$ cat src/rtl/prt_dp_lb_mbox_if.sv
// -----------------------------------------------------------------------------
// prt_dp_lb_if
// Local-bus connection between the local-bus mux and one responder.
//   adr  : register address (responders decode the low bits they need)
//   wr   : single-cycle write strobe, din carries the write data
//   rd   : single-cycle read strobe
//   din  : write data
//   dout : read data, valid only while vld is high (0 otherwise)
//   vld  : one-cycle read response strobe
// Modports:
//   lb_in  : responder side (mailbox, peripherals)
//   lb_out : requester side (mux downstream port)
// -----------------------------------------------------------------------------
interface prt_dp_lb_if #(
   parameter int P_ADR_WIDTH = 16
) ();

   logic [P_ADR_WIDTH-1:0] adr;
   logic                   wr;
   logic                   rd;
   logic [31:0]            din;
   logic [31:0]            dout;
   logic                   vld;

   modport lb_in  (input adr, input wr, input rd, input din, output dout, output vld);
   modport lb_out (output adr, output wr, output rd, output din, input dout, input vld);

endinterface

$ cat src/rtl/prt_dp_lb_mbox.sv
// -----------------------------------------------------------------------------
// prt_dp_lb_mbox
// Local-bus responder mailbox between the application CPU and a streaming
// agent. Inbound stream words fill an RX FIFO that the CPU drains through
// RXDAT reads; CPU writes to TXDAT fill a TX FIFO that drains to the outbound
// valid/ready stream. A level interrupt reports pending RX data and errors.
//
// Register map (adr[1:0], upper address bits ignored):
//   0 CTL   R/W  [0] RUN, [1] IRQ_EN, [2] FLUSH (pulse, reads 0)
//   1 STA   R/W1C [0] RX empty [1] RX full [2] RX underflow (W1C)
//                 [3] TX empty [4] TX full [5] TX overflow (W1C)
//                 [15:8] RX count [23:16] TX count
//   2 RXDAT RO   read pops RX head; empty read returns 0 and flags underflow
//   3 TXDAT WO   write pushes TX; write while full is dropped, flags overflow
//
// Ports:
//   CLK_IN       system clock
//   RST_IN       asynchronous active-low reset
//   LB_IF        local-bus responder port (prt_dp_lb_if.lb_in)
//   SRC_DAT_IN   inbound stream data
//   SRC_VLD_IN   inbound stream valid
//   SRC_RDY_OUT  inbound stream ready
//   SNK_DAT_OUT  outbound stream data (TX head)
//   SNK_VLD_OUT  outbound stream valid
//   SNK_RDY_IN   outbound stream ready
//   IRQ_OUT      level interrupt, registered
// -----------------------------------------------------------------------------
module prt_dp_lb_mbox #(
   parameter int P_FIFO_DEPTH = 16,
   parameter int P_ADR_WIDTH  = 16
) (
   input  logic        CLK_IN,
   input  logic        RST_IN,
   prt_dp_lb_if.lb_in  LB_IF,
   input  logic [31:0] SRC_DAT_IN,
   input  logic        SRC_VLD_IN,
   output logic        SRC_RDY_OUT,
   output logic [31:0] SNK_DAT_OUT,
   output logic        SNK_VLD_OUT,
   input  logic        SNK_RDY_IN,
   output logic        IRQ_OUT
);

   localparam int AW = $clog2(P_FIFO_DEPTH);
   localparam int CW = AW + 1;

   localparam logic [CW-1:0] C_CNT_FULL = CW'(P_FIFO_DEPTH);
   localparam logic [CW-1:0] C_CNT_ZERO = CW'(0);
   localparam logic [CW-1:0] C_CNT_ONE  = CW'(1);
   localparam logic [AW-1:0] C_PTR_ZERO = AW'(0);
   localparam logic [AW-1:0] C_PTR_ONE  = AW'(1);

   localparam logic [1:0] C_REG_CTL = 2'd0;
   localparam logic [1:0] C_REG_STA = 2'd1;
   localparam logic [1:0] C_REG_RXD = 2'd2;
   localparam logic [1:0] C_REG_TXD = 2'd3;

   // Occupancy count update for one FIFO given this cycle's push/pop.
   function automatic logic [CW-1:0] f_cnt_next(input logic [CW-1:0] cnt,
                                                 input logic          push,
                                                 input logic          pop);
      logic [CW-1:0] res;
      case ({push, pop})
         2'b10:   res = cnt + C_CNT_ONE;
         2'b01:   res = cnt - C_CNT_ONE;
         default: res = cnt;
      endcase
      return res;
   endfunction

   // Pointer advance; depth is a power of two so the natural wrap is modulo depth.
   function automatic logic [AW-1:0] f_ptr_next(input logic [AW-1:0] ptr,
                                                 input logic          adv);
      logic [AW-1:0] res;
      if (adv) begin
         res = ptr + C_PTR_ONE;
      end else begin
         res = ptr;
      end
      return res;
   endfunction

   // ---------------------------------------------------------------------------
   // State
   // ---------------------------------------------------------------------------
   logic [31:0]   rx_mem_q [P_FIFO_DEPTH];
   logic [31:0]   tx_mem_q [P_FIFO_DEPTH];

   logic          run_q,     run_d;
   logic          irq_en_q,  irq_en_d;
   logic [AW-1:0] rx_wp_q,   rx_wp_d;
   logic [AW-1:0] rx_rp_q,   rx_rp_d;
   logic [CW-1:0] rx_cnt_q,  rx_cnt_d;
   logic [AW-1:0] tx_wp_q,   tx_wp_d;
   logic [AW-1:0] tx_rp_q,   tx_rp_d;
   logic [CW-1:0] tx_cnt_q,  tx_cnt_d;
   logic          rx_unf_q,  rx_unf_d;
   logic          tx_ovf_q,  tx_ovf_d;
   logic          lb_vld_q,  lb_vld_d;
   logic [31:0]   lb_dout_q, lb_dout_d;
   logic          irq_q,     irq_d;

   // ---------------------------------------------------------------------------
   // Decode and status
   // ---------------------------------------------------------------------------
   logic [1:0]  reg_sel_s;
   logic        wr_s;
   logic        rd_s;
   logic        ctl_wr_s;
   logic        sta_wr_s;
   logic        flush_s;
   logic        rx_pop_req_s;
   logic        tx_push_req_s;
   logic        rx_empty_s;
   logic        rx_full_s;
   logic        tx_empty_s;
   logic        tx_full_s;
   logic        src_rdy_s;
   logic        snk_vld_s;
   logic        rx_push_s;
   logic        rx_pop_s;
   logic        tx_push_s;
   logic        tx_pop_s;
   logic [7:0]  rx_cnt8_s;
   logic [7:0]  tx_cnt8_s;
   logic [31:0] sta_s;
   logic [31:0] rd_data_s;
   logic        unused_adr_s;

   assign reg_sel_s    = LB_IF.adr[1:0];
   assign unused_adr_s = ^LB_IF.adr[P_ADR_WIDTH-1:2];

   // A write strobe always wins over a simultaneous read strobe.
   assign wr_s = LB_IF.wr;
   assign rd_s = LB_IF.rd & ~LB_IF.wr;

   assign ctl_wr_s      = wr_s & (reg_sel_s == C_REG_CTL);
   assign sta_wr_s      = wr_s & (reg_sel_s == C_REG_STA);
   assign flush_s       = ctl_wr_s & LB_IF.din[2];
   assign rx_pop_req_s  = rd_s & (reg_sel_s == C_REG_RXD);
   assign tx_push_req_s = wr_s & (reg_sel_s == C_REG_TXD);

   assign rx_empty_s = (rx_cnt_q == C_CNT_ZERO);
   assign rx_full_s  = (rx_cnt_q == C_CNT_FULL);
   assign tx_empty_s = (tx_cnt_q == C_CNT_ZERO);
   assign tx_full_s  = (tx_cnt_q == C_CNT_FULL);

   // Stream handshakes depend only on registered state, never on the peer.
   assign src_rdy_s = run_q & ~rx_full_s;
   assign snk_vld_s = run_q & ~tx_empty_s;

   // FLUSH suppresses every FIFO movement in its cycle.
   assign rx_push_s = SRC_VLD_IN & src_rdy_s & ~flush_s;
   assign rx_pop_s  = rx_pop_req_s & ~rx_empty_s & ~flush_s;
   assign tx_push_s = tx_push_req_s & ~tx_full_s & ~flush_s;
   assign tx_pop_s  = snk_vld_s & SNK_RDY_IN & ~flush_s;

   assign rx_cnt8_s = 8'(rx_cnt_q);
   assign tx_cnt8_s = 8'(tx_cnt_q);

   assign sta_s = {8'h00, tx_cnt8_s, rx_cnt8_s, 2'b00,
                   tx_ovf_q, tx_full_s, tx_empty_s,
                   rx_unf_q, rx_full_s, rx_empty_s};

   // Read-data mux; every value reflects state before this cycle's updates.
   always_comb begin
      rd_data_s = 32'h0000_0000;
      case (reg_sel_s)
         C_REG_CTL: rd_data_s = {30'h0000_0000, irq_en_q, run_q};
         C_REG_STA: rd_data_s = sta_s;
         C_REG_RXD: begin
            if (!rx_empty_s) begin
               rd_data_s = rx_mem_q[rx_rp_q];
            end else begin
               rd_data_s = 32'h0000_0000;
            end
         end
         default:   rd_data_s = 32'h0000_0000;
      endcase
   end

   // Next-state computation for control, FIFO bookkeeping, flags and outputs.
   always_comb begin
      run_d     = run_q;
      irq_en_d  = irq_en_q;
      rx_wp_d   = rx_wp_q;
      rx_rp_d   = rx_rp_q;
      rx_cnt_d  = rx_cnt_q;
      tx_wp_d   = tx_wp_q;
      tx_rp_d   = tx_rp_q;
      tx_cnt_d  = tx_cnt_q;
      rx_unf_d  = rx_unf_q;
      tx_ovf_d  = tx_ovf_q;
      lb_vld_d  = 1'b0;
      lb_dout_d = 32'h0000_0000;
      irq_d     = 1'b0;

      if (ctl_wr_s) begin
         run_d    = LB_IF.din[0];
         irq_en_d = LB_IF.din[1];
      end else begin
         run_d    = run_q;
         irq_en_d = irq_en_q;
      end

      if (flush_s) begin
         rx_wp_d  = C_PTR_ZERO;
         rx_rp_d  = C_PTR_ZERO;
         rx_cnt_d = C_CNT_ZERO;
         tx_wp_d  = C_PTR_ZERO;
         tx_rp_d  = C_PTR_ZERO;
         tx_cnt_d = C_CNT_ZERO;
         rx_unf_d = 1'b0;
         tx_ovf_d = 1'b0;
      end else begin
         rx_wp_d  = f_ptr_next(rx_wp_q, rx_push_s);
         rx_rp_d  = f_ptr_next(rx_rp_q, rx_pop_s);
         rx_cnt_d = f_cnt_next(rx_cnt_q, rx_push_s, rx_pop_s);
         tx_wp_d  = f_ptr_next(tx_wp_q, tx_push_s);
         tx_rp_d  = f_ptr_next(tx_rp_q, tx_pop_s);
         tx_cnt_d = f_cnt_next(tx_cnt_q, tx_push_s, tx_pop_s);
         // Sticky flags: set on the error event, cleared by writing 1 to STA.
         rx_unf_d = (rx_unf_q & ~(sta_wr_s & LB_IF.din[2])) | (rx_pop_req_s & rx_empty_s);
         tx_ovf_d = (tx_ovf_q & ~(sta_wr_s & LB_IF.din[5])) | (tx_push_req_s & tx_full_s);
      end

      if (rd_s) begin
         lb_vld_d  = 1'b1;
         lb_dout_d = rd_data_s;
      end else begin
         lb_vld_d  = 1'b0;
         lb_dout_d = 32'h0000_0000;
      end

      irq_d = irq_en_q & (~rx_empty_s | rx_unf_q | tx_ovf_q);
   end

   // Control/status registers with asynchronous reset.
   always_ff @(posedge CLK_IN or negedge RST_IN) begin
      if (!RST_IN) begin
         run_q     <= 1'b0;
         irq_en_q  <= 1'b0;
         rx_wp_q   <= C_PTR_ZERO;
         rx_rp_q   <= C_PTR_ZERO;
         rx_cnt_q  <= C_CNT_ZERO;
         tx_wp_q   <= C_PTR_ZERO;
         tx_rp_q   <= C_PTR_ZERO;
         tx_cnt_q  <= C_CNT_ZERO;
         rx_unf_q  <= 1'b0;
         tx_ovf_q  <= 1'b0;
         lb_vld_q  <= 1'b0;
         lb_dout_q <= 32'h0000_0000;
         irq_q     <= 1'b0;
      end else begin
         run_q     <= run_d;
         irq_en_q  <= irq_en_d;
         rx_wp_q   <= rx_wp_d;
         rx_rp_q   <= rx_rp_d;
         rx_cnt_q  <= rx_cnt_d;
         tx_wp_q   <= tx_wp_d;
         tx_rp_q   <= tx_rp_d;
         tx_cnt_q  <= tx_cnt_d;
         rx_unf_q  <= rx_unf_d;
         tx_ovf_q  <= tx_ovf_d;
         lb_vld_q  <= lb_vld_d;
         lb_dout_q <= lb_dout_d;
         irq_q     <= irq_d;
      end
   end

   // FIFO storage; no reset so it maps onto distributed RAM. Contents are only
   // observed through the counts, so stale words are never visible.
   always_ff @(posedge CLK_IN) begin
      if (rx_push_s) begin
         rx_mem_q[rx_wp_q] <= SRC_DAT_IN;
      end
      if (tx_push_s) begin
         tx_mem_q[tx_wp_q] <= LB_IF.din;
      end
   end

   // ---------------------------------------------------------------------------
   // Outputs
   // ---------------------------------------------------------------------------
   assign LB_IF.vld   = lb_vld_q;
   assign LB_IF.dout  = lb_dout_q;
   assign SRC_RDY_OUT = src_rdy_s;
   assign SNK_VLD_OUT = snk_vld_s;
   // Head is read asynchronously so the first word needs no read-ahead cycle;
   // it is forced to 0 while not valid so reset and idle show a clean bus.
   assign SNK_DAT_OUT = snk_vld_s ? tx_mem_q[tx_rp_q] : 32'h0000_0000;
   assign IRQ_OUT     = irq_q;

endmodule

$ cat src/flat_wrapper.sv
// flat-port wrapper written by rule: the top's interface ports become plain ports
module prt_dp_lb_mbox_flat 
#(
   parameter int P_FIFO_DEPTH = 16,
   parameter int P_ADR_WIDTH  = 16
)
  (CLK_IN, RST_IN, SRC_DAT_IN, SRC_VLD_IN, SRC_RDY_OUT, SNK_DAT_OUT, SNK_VLD_OUT, SNK_RDY_IN, IRQ_OUT, LB_IF_adr, LB_IF_wr, LB_IF_rd, LB_IF_din, LB_IF_dout, LB_IF_vld);
  prt_dp_lb_if #(.P_ADR_WIDTH(P_ADR_WIDTH)) LB_IF_i ();
  input  logic CLK_IN;
  input  logic RST_IN;
  input  logic [31:0] SRC_DAT_IN;
  input  logic SRC_VLD_IN;
  output logic SRC_RDY_OUT;
  output logic [31:0] SNK_DAT_OUT;
  output logic SNK_VLD_OUT;
  input  logic SNK_RDY_IN;
  output logic IRQ_OUT;
  input wire logic [$bits(LB_IF_i.adr)-1:0] LB_IF_adr;
  input wire logic [$bits(LB_IF_i.wr)-1:0] LB_IF_wr;
  input wire logic [$bits(LB_IF_i.rd)-1:0] LB_IF_rd;
  input wire logic [$bits(LB_IF_i.din)-1:0] LB_IF_din;
  output wire logic [$bits(LB_IF_i.dout)-1:0] LB_IF_dout;
  output wire logic [$bits(LB_IF_i.vld)-1:0] LB_IF_vld;
  assign LB_IF_i.adr = LB_IF_adr;
  assign LB_IF_i.wr = LB_IF_wr;
  assign LB_IF_i.rd = LB_IF_rd;
  assign LB_IF_i.din = LB_IF_din;
  assign LB_IF_dout = LB_IF_i.dout;
  assign LB_IF_vld = LB_IF_i.vld;
  prt_dp_lb_mbox #(.P_FIFO_DEPTH(P_FIFO_DEPTH), .P_ADR_WIDTH(P_ADR_WIDTH)) u_core (.CLK_IN(CLK_IN), .RST_IN(RST_IN), .LB_IF(LB_IF_i), .SRC_DAT_IN(SRC_DAT_IN), .SRC_VLD_IN(SRC_VLD_IN), .SRC_RDY_OUT(SRC_RDY_OUT), .SNK_DAT_OUT(SNK_DAT_OUT), .SNK_VLD_OUT(SNK_VLD_OUT), .SNK_RDY_IN(SNK_RDY_IN), .IRQ_OUT(IRQ_OUT));
endmodule
$ cat config.mk
export PLATFORM = sky130hd
export DESIGN_NAME = prt_dp_lb_mbox_flat
export DESIGN_NICKNAME = d
export VERILOG_FILES = /design/src/rtl/prt_dp_lb_mbox_if.sv /design/src/rtl/prt_dp_lb_mbox.sv /design/src/flat_wrapper.sv
export SDC_FILE = /design/constraint.sdc
export NUM_CORES = 1
export LEC_CHECK = 0
export BUFFER_PORTS_ARGS = -buffer_cell sky130_fd_sc_hd__buf_2
export CAP_MARGIN = 20
export CELL_PAD_IN_SITES_DETAIL_PLACEMENT = 0
export CELL_PAD_IN_SITES_GLOBAL_PLACEMENT = 1
export CORE_MARGIN = 2
export CORE_UTILIZATION = 59
export DETAILED_ROUTE_END_ITERATION = 6
export PLACE_DENSITY = 0.89
export SLEW_MARGIN = 20
export SYNTH_ARGS = -nofsm -noshare
export SYNTH_HDL_FRONTEND = slang
export SYNTH_SLANG_ARGS = --single-unit
$ cat constraint.sdc
create_clock -name CLK_IN -period 8.9 [get_ports CLK_IN]
set_input_delay 1.335 -clock CLK_IN [delete_from_list [all_inputs] [get_ports CLK_IN]]
set_output_delay 1.335 -clock CLK_IN [all_outputs]
set_load 0.005 [all_outputs]
==> results of run 1 <==
## worst max-delay path, stage by stage, from the launching register on
cell     delay [ns]
dfrtp_4        0.99
buf_4          0.93
mux4_2         0.46
mux4_2         0.50
and2_1         0.17
buf_2          0.14
## per-layer routing
| layer | part of all wire, % | wire [µm] |
|---|---|---|
| met5 | 0.12 | 108 |
| met1 | 36 | 33600 |
| met4 | 3.1 | 2860 |
| met2 | 53 | 49300 |
| met3 | 8.3 | 7780 |
## power groups by stage
stage	registers, mW	logic [mW]	clock network (mW)
2_1_floorplan	5.98	2.18	0
3_3_place_gp	6.20	2.59	0
3_5_place_dp	6.22	2.65	0
4_1_cts	6.12	2.70	4.44
5_1_grt	6.16	2.86	4.62
6_report	6.12	2.67	4.39
## through the flow
| stage | power [mW] | setup WS [ns] | cell area [µm²] |
|---|---|---|---|
| 4_1_cts | 13.3 | 3.60 | 47200 |
| 6_report | 13.2 | 3.62 | 47200 |
| 3_3_place_gp | 8.79 | 4.34 | 43800 |
| 2_1_floorplan | 8.17 | 3.02 | 41900 |
| 3_5_place_dp | 8.88 | 4.29 | 43800 |
| 5_1_grt | 13.6 | 3.45 | 47200 |
## kinds of logic (layout without fill, tap and decap cells)
family	Yosys count	in the layout
flops	1088	1088
mux	329	329
compound gates	83	83
xor+xnor	19	19
fa+ha+maj	16	16
simple gates	180	180
other cells	0	5
buf+inv	116	394
## registers in the layout (all words and copies together), names as in the netlist
register and cells:
u_core.IRQ_OUT 1, u_core.LB_IF.dout 32, u_core.LB_IF.vld 1, u_core.irq_en_q 1
u_core.run_q 1, u_core.rx_cnt_q 5, u_core.rx_mem_q 512, u_core.rx_rp_q 4
u_core.rx_unf_q 1, u_core.rx_wp_q 4, u_core.tx_cnt_q 5, u_core.tx_mem_q 512
u_core.tx_ovf_q 1, u_core.tx_rp_q 4, u_core.tx_wp_q 4
## layout make-up
type | count | area, µm²
Clock buffer | 139 | 2810
Antenna cell | 5 | 12.5
Tap cell | 940 | 1180
Clock inverter | 57 | 617
Sequential cell | 1088 | 32400
Timing Repair Buffer | 183 | 1050
Multi-Input combinational cell | 627 | 9100
Fill cell | 4237 | 23000
Inverter | 15 | 56.3
## cell usage in the layout (no fill, tap or decap), drive strengths merged, types with 12 or more instances in the layout
| cell type | count |
|---|---|
| edfxtp | 1024 |
| mux4 | 304 |
| buf | 183 |
| clkbuf | 139 |
| and2 | 71 |
| dfrtp | 64 |
| clkinv | 39 |
| nor2 | 32 |
| a21oi | 29 |
| mux2i | 19 |
| nand2 | 19 |
| inv | 18 |
| ha | 16 |
| nor2b | 14 |
| o21ai | 14 |
| xor2 | 13 |
| a211oi | 13 |
| a22o | 12 |
## how the worst min path moves through the flow
stage                                          to  slack, ns                           from  depth (start not counted)
detailed placement  u_core.tx_rp_q[2]$_DFFE_PN0P_       0.55  u_core.tx_rp_q[2]$_DFFE_PN0P_                          2
finish              u_core.tx_rp_q[3]$_DFFE_PN0P_       0.56  u_core.tx_rp_q[3]$_DFFE_PN0P_                          2
CTS                 u_core.tx_rp_q[3]$_DFFE_PN0P_       0.56  u_core.tx_rp_q[3]$_DFFE_PN0P_                          2
floorplan                u_core.IRQ_OUT$_DFF_PN0_       0.50    u_core.irq_en_q$_DFFE_PN0N_                          1
global route        u_core.tx_rp_q[2]$_DFFE_PN0P_       0.58  u_core.tx_rp_q[2]$_DFFE_PN0P_                          2
global placement    u_core.tx_rp_q[2]$_DFFE_PN0P_       0.53  u_core.tx_rp_q[2]$_DFFE_PN0P_                          2
==> summary.md, run 1 <==
| Metric | Value |
|---|---|
| GP Congestion | 0.808 |
| Switching share of total power | 25.8% |
| CTS tree | built |
| Final setup fails | 0 |
| Final setup TNS | 0 ns |
| Post-Synth XOR/XNOR Area | 0.397% |
| Final hold viol count | 0 |
| Total grt overflow | 0 |
| Busiest grt layer | met2 |
| Max_slew headroom | 28.5% |
| Final antenna-violating net count | 0 |
| Max Root-Sink Buffers | 3 |
| Synth area leaders | edfxtp_1, mux4_2, dfrtp_1, and2_1, ha_1 |
| Synthesized Nets | 1933 |
| Cell area after synthesis | 41900 µm² |
| WL final | 93.7 mm |
| M2 GR Usage | 44.2% |
| Non-Filler Instances | 3054 |
| Largest family of logic cells by synthesized area | multiplexers |
| Post-Synth Simple-Gate Area | 2.38% |
| Peak Freq | 189 MHz |
| Vias in the first global route | 21000 |
| Via count | 19900 |
| R2R setup slack | 5.33 ns |
| Unrepaired setup endpoints after global routing | false |
| # port buffers | 139 |
| # IOs | 154 |
| # Max-Cap Violations | 0 |
| Multiplexer share of the synthesized area | 17.0% |
| Ys async rst share | 5.88% |
| Setup crit start | u_core.tx_rp_q[1]$_DFFE_PN0P_ |
| Distinct cells, synth | 46 |
| Largest net degree at the start of global routing | 102 |
| Util after Layout | 67.3% |
| Routed WL per cell | 30.7 µm |
| Post-CTS Hold Buffers | 0 |
| Worst hold path type | flip-flop to flip-flop |
| Sw Pwr | 3.40 mW |
| Die area | 73200 µm² |
| Flop pwr share | 46.5% |
| Commonest cells in the synthesized netlist | edfxtp_1, mux4_2, and2_1 |
| CTS Sinks | 1088 |
| Initial antenna violation count | 12 |
| # nets final | 2121 |
| Hold Slack | 0.561 ns |
| Synth Register Bits | 1088 |
| Clock latency on the worst-skew pair | 0.68 ns |
| Top cell type's share of synthesized area | 73.4% |
| Startpoint Class | flip-flop |
| Crit Reg-Reg Endpoint | u_core.tx_cnt_q[2]$_DFFE_PN0P_ |
| FF-to-FF Start | u_core.tx_cnt_q[1]$_DFFE_PN0P_ |
| Die height | 270 µm |
| Critical Path End | SNK_DAT_OUT[2] |
| Clock share of power | 33.3% |
| Core Rows | 97 |
| Most numerous cell in the Yosys netlist | edfxtp_1 |
| Post-synthesis adder-cell area fraction | 0.478% |
| Mean Syn Cell Area | 22.9 µm² |
| Worst Path Required | 7.57 ns |
| Met3 Use GR | 5.33% |
| Leakage | 15.2 nW |
| Reg clk slew, reported paths | 0.06 ns |
| Comb power frac | 20.2% |
| Ys Warns | 0 |
| HPWL Detailed | 45.7 mm |
| H-tree levels | 3 |
| Total GRT Usage | 26.0% |
| Worst-path maximum fanout | 73 |
| GR Layer Usage met1 | 33.8% |
| Post-synth EDFFs | 1024 |
| Layout overhead on the synthesized area | 12.6% |
| DR vias/cell | 6.50 |
| Syn Inst Count | 1831 |
| Core area | 70100 µm² |
| Share of layout cells above drive strength 1 | 32.3% |
| Clock Skews | 0.0509 ns |
| Post-cts repair resize count | 0 |
| Final Max Tran Viols | 0 |
| Pwr/cell area | 279 nW/µm² |
| Largest area contributor in the netlist | edfxtp_1 |
| Worst-Margin Slew | 1.07 ns |
| Setup crit end kind | output port |
| Drt initial violations | 2327 |
| Critical path class | flip-flop to output port |
| Arr. time, crit path | 3.95 ns |
| Max VDD drop | 0.249 mV |
| Starting density of the core | 59.7% |
| Fin crit period | 5.28 ns |
| Post-CTS Setup Repair Bufs | 0 |
| First-pass GRT wire length | 138 mm |
| Chip width | 270 µm |
| Tcrit/Tclk final | 59.3% |
| Synth Area in Compound Gates | 1.31% |
| First drt pass iteration count | 5 |
| Int Power | 9.77 mW |
| Main synth FF type | edfxtp_1 |
| Placed Cells incl. Taps | 2853 |
| Clock Tree Root | clkbuf_16 |
| Sequential fraction of the synthesis area | 77.2% |
| CTS buffer count | 104 |
| Drt drc | 0 |
| Status | complete, no violations |
| Reg2Reg Depth | 12 |
Power figures use the tool's default switching activity.
==> run 2, diff against run 1 <==
ABC_AREA = 1   (was unset)
CORE_UTILIZATION = 51   (was 59)
PLACE_DENSITY = 0.85   (was 0.89)
clock period = 5.4 ns   (was 8.9 ns; I/O delays follow)
==> summary.md, run 2 <==
| Metric | Value |
|---|---|
| Status | complete, no violations |
| Max Root-Sink Buffers | 3 |
| Syn Inst Count | 3567 |
| # nets final | 3773 |
| Clock Skews | 0.0257 ns |
| Worst Path Required | 4.59 ns |
| Cell area after synthesis | 43500 µm² |
| WL final | 102 mm |
| Ys async rst share | 5.88% |
| Via count | 26900 |
| Drt initial violations | 2446 |
| FF-to-FF Start | u_core.rx_cnt_q[0]$_DFFE_PN0P_ |
| Chip width | 296 µm |
| Clock Tree Root | clkbuf_16 |
| DR vias/cell | 5.48 |
| Final setup fails | 0 |
| Most common cell on crit path | nand2_1 |
| Total GRT Usage | 23.3% |
| Unrepaired setup endpoints after global routing | false |
| Post-synth EDFFs | 1024 |
| Drt drc | 0 |
| Most frequent cells in the layout | edfxtp_1, nand2_1, nor2_1, o21ai_0, nand3_1 |
| Post-CTS Hold Buffers | 0 |
| HPWL Detailed | 55.1 mm |
| Die area | 87600 µm² |
| # port buffers | 139 |
| Vias in the first global route | 25700 |
| Fin area | 48700 µm² |
| Die height | 296 µm |
| Routed WL per cell | 20.8 µm |
| Core area | 84700 µm² |
| Final antenna-violating net count | 0 |
| First drt pass iteration count | 6 |
| Sequential fraction of the synthesis area | 74.5% |
| Commonest non-fill, non-tap cell in the layout | edfxtp_1 |
| Distinct cells, synth | 29 |
| Setup crit start | u_core.tx_rp_q[1]$_DFFE_PN0P_ |
| Pwr/cell area | 471 nW/µm² |
| # IOs | 154 |
| Setup crit end kind | output port |
| Fillcell total | 6711 |
| Final setup TNS | 0 ns |
| H-tree levels | 3 |
| Reg clk slew, reported paths | 0.06 ns |
| Max_slew headroom | 27.2% |
| Synth Register Bits | 1088 |
| GP Congestion | 0.800 |
| Worst hold path type | input pin to asynchronous set/reset pin |
| Main synth FF type | edfxtp_1 |
| Most numerous cell in the Yosys netlist | edfxtp_1 |
| Commonest cells in the synthesized netlist | edfxtp_1, nand2_1, nor2_1 |
| Total grt overflow | 0 |
| # Max-Cap Violations | 0 |
| Tcrit/Tclk final | 84.6% |
| Final Max Tran Viols | 0 |
| First-pass GRT wire length | 153 mm |
| Max VDD drop | 0.573 mV |
| Synth area leaders | edfxtp_1, nand2_1, nor2_1, o21ai_0, dfrtp_1 |
| CTS buffer count | 107 |
| Final hold viol count | 0 |
| Post-CTS Setup Repair Bufs | 0 |
| Post-cts repair resize count | 0 |
| Top cell type's share of synthesized area | 70.8% |
| Worst-path maximum fanout | 62 |
| Startpoint Class | flip-flop |
| CP max stage cell | dfrtp_4 |
| Leakage | 17.3 nW |
| Fin crit period | 4.57 ns |
| Share of layout cells above drive strength 1 | 10.8% |
| CTS tree | built |
| Placed Area | 45400 µm² |
| Clock latency on the worst-skew pair | 0.67 ns |
| Core Rows | 107 |
| Hold Slack | 0.0632 ns |
| Largest area contributor in the netlist | edfxtp_1 |
| Arr. time, crit path | 3.76 ns |
| Mean Syn Cell Area | 12.2 µm² |
| Peak Freq | 219 MHz |
| Ys Warns | 0 |
| Critical path's largest stage delay | 0.94 ns |
| Starting density of the core | 51.3% |
| Synthesized Nets | 3669 |
| Critical path class | flip-flop to output port |
| Largest net degree at the start of global routing | 198 |
| Worst-Margin Slew | 1.09 ns |
| Critical-path cell list | nand2_1 > inv_2 > buf_4 > nand3_1 > nand2_1 > nor2_1 > o21ai_0 > a21oi_1 > buf_2 |
| Layout overhead on the synthesized area | 12.2% |
| CTS Sinks | 1088 |
| Initial antenna violation count | 10 |
## run 2: logic make-up after synthesis
kind of cell	Yosys count	synth area share, %
flops	1088	74.5
xor+xnor	8	0.161
mux	2	0.0518
buf+inv	322	3.32
fa+ha+maj	16	0.461
compound gates	584	6.93
simple gates	1547	14.6
## run 2: critical path, delay by kind of cell (launching register included)
| kind | cells | cell delay [ns] |
|---|---|---|
| simple gates | 4 | 0.64 |
| compound gates | 2 | 0.26 |
| flops | 1 | 0.94 |
| buf+inv | 3 | 1.24 |
## run 2: path summary, 6_finish.rpt
path                                                   endpoint  slack, ns  cells past startpoint
worst max-delay path                             SNK_DAT_OUT[2]       0.83                      9
worst min-delay path            u_core.LB_IF.dout[13]$_DFF_PN0_       0.06                      1
worst max register to register   u_core.rx_cnt_q[4]$_DFFE_PN0P_       1.95                     15
worst min register to register    u_core.rx_wp_q[2]$_DFFE_PN0P_       0.54                      1
max in group asynchronous         u_core.tx_rp_q[1]$_DFFE_PN0P_       4.32                      2
min in group CLK_IN                   u_core.rx_unf_q$_DFF_PN0_       0.50                      4
## run 2: stage by stage
stage	setup slack [ns]	util (%)	std cells	total power, mW
6_report	0.831	57.5	4906	23.0
2_1_floorplan	2.10	-	3567	14.2
3_3_place_gp	1.49	53.5	4706	16.0
4_1_cts	0.767	57.5	4902	23.1
3_5_place_dp	1.47	53.5	4706	16.0
5_1_grt	0.596	57.5	4904	24.2
## run 2: cell type report
cell class	count	area (µm²)	area share, %
clock inverter	40	325	0.667
sequential	1088	32400	66.4
timing repair buffer	202	1220	2.51
tap	1144	1430	2.94
clock buffer	156	3040	6.23
antenna	4	10.0	0.0205
multi-input combinational	2157	9910	20.3
inverter	115	443	0.909
## run 2: power breakdown
group	switching (mW)	internal (mW)	leakage [nW]	total [mW]
Combinational	4.18	1.72	5.60	5.90
Clock	3.02	4.08	1.65	7.10
Sequential	0.362	9.59	10.1	9.95
## run 2: layer usage
metal	vias up	part of all wire (%)	GRT usage [%]
met1	13000	40	30.1
li1	12800	-	-
met3	182	6.7	3.53
met2	929	51	40.6
met4	12	2.8	7.80
met5	-	0.055	0
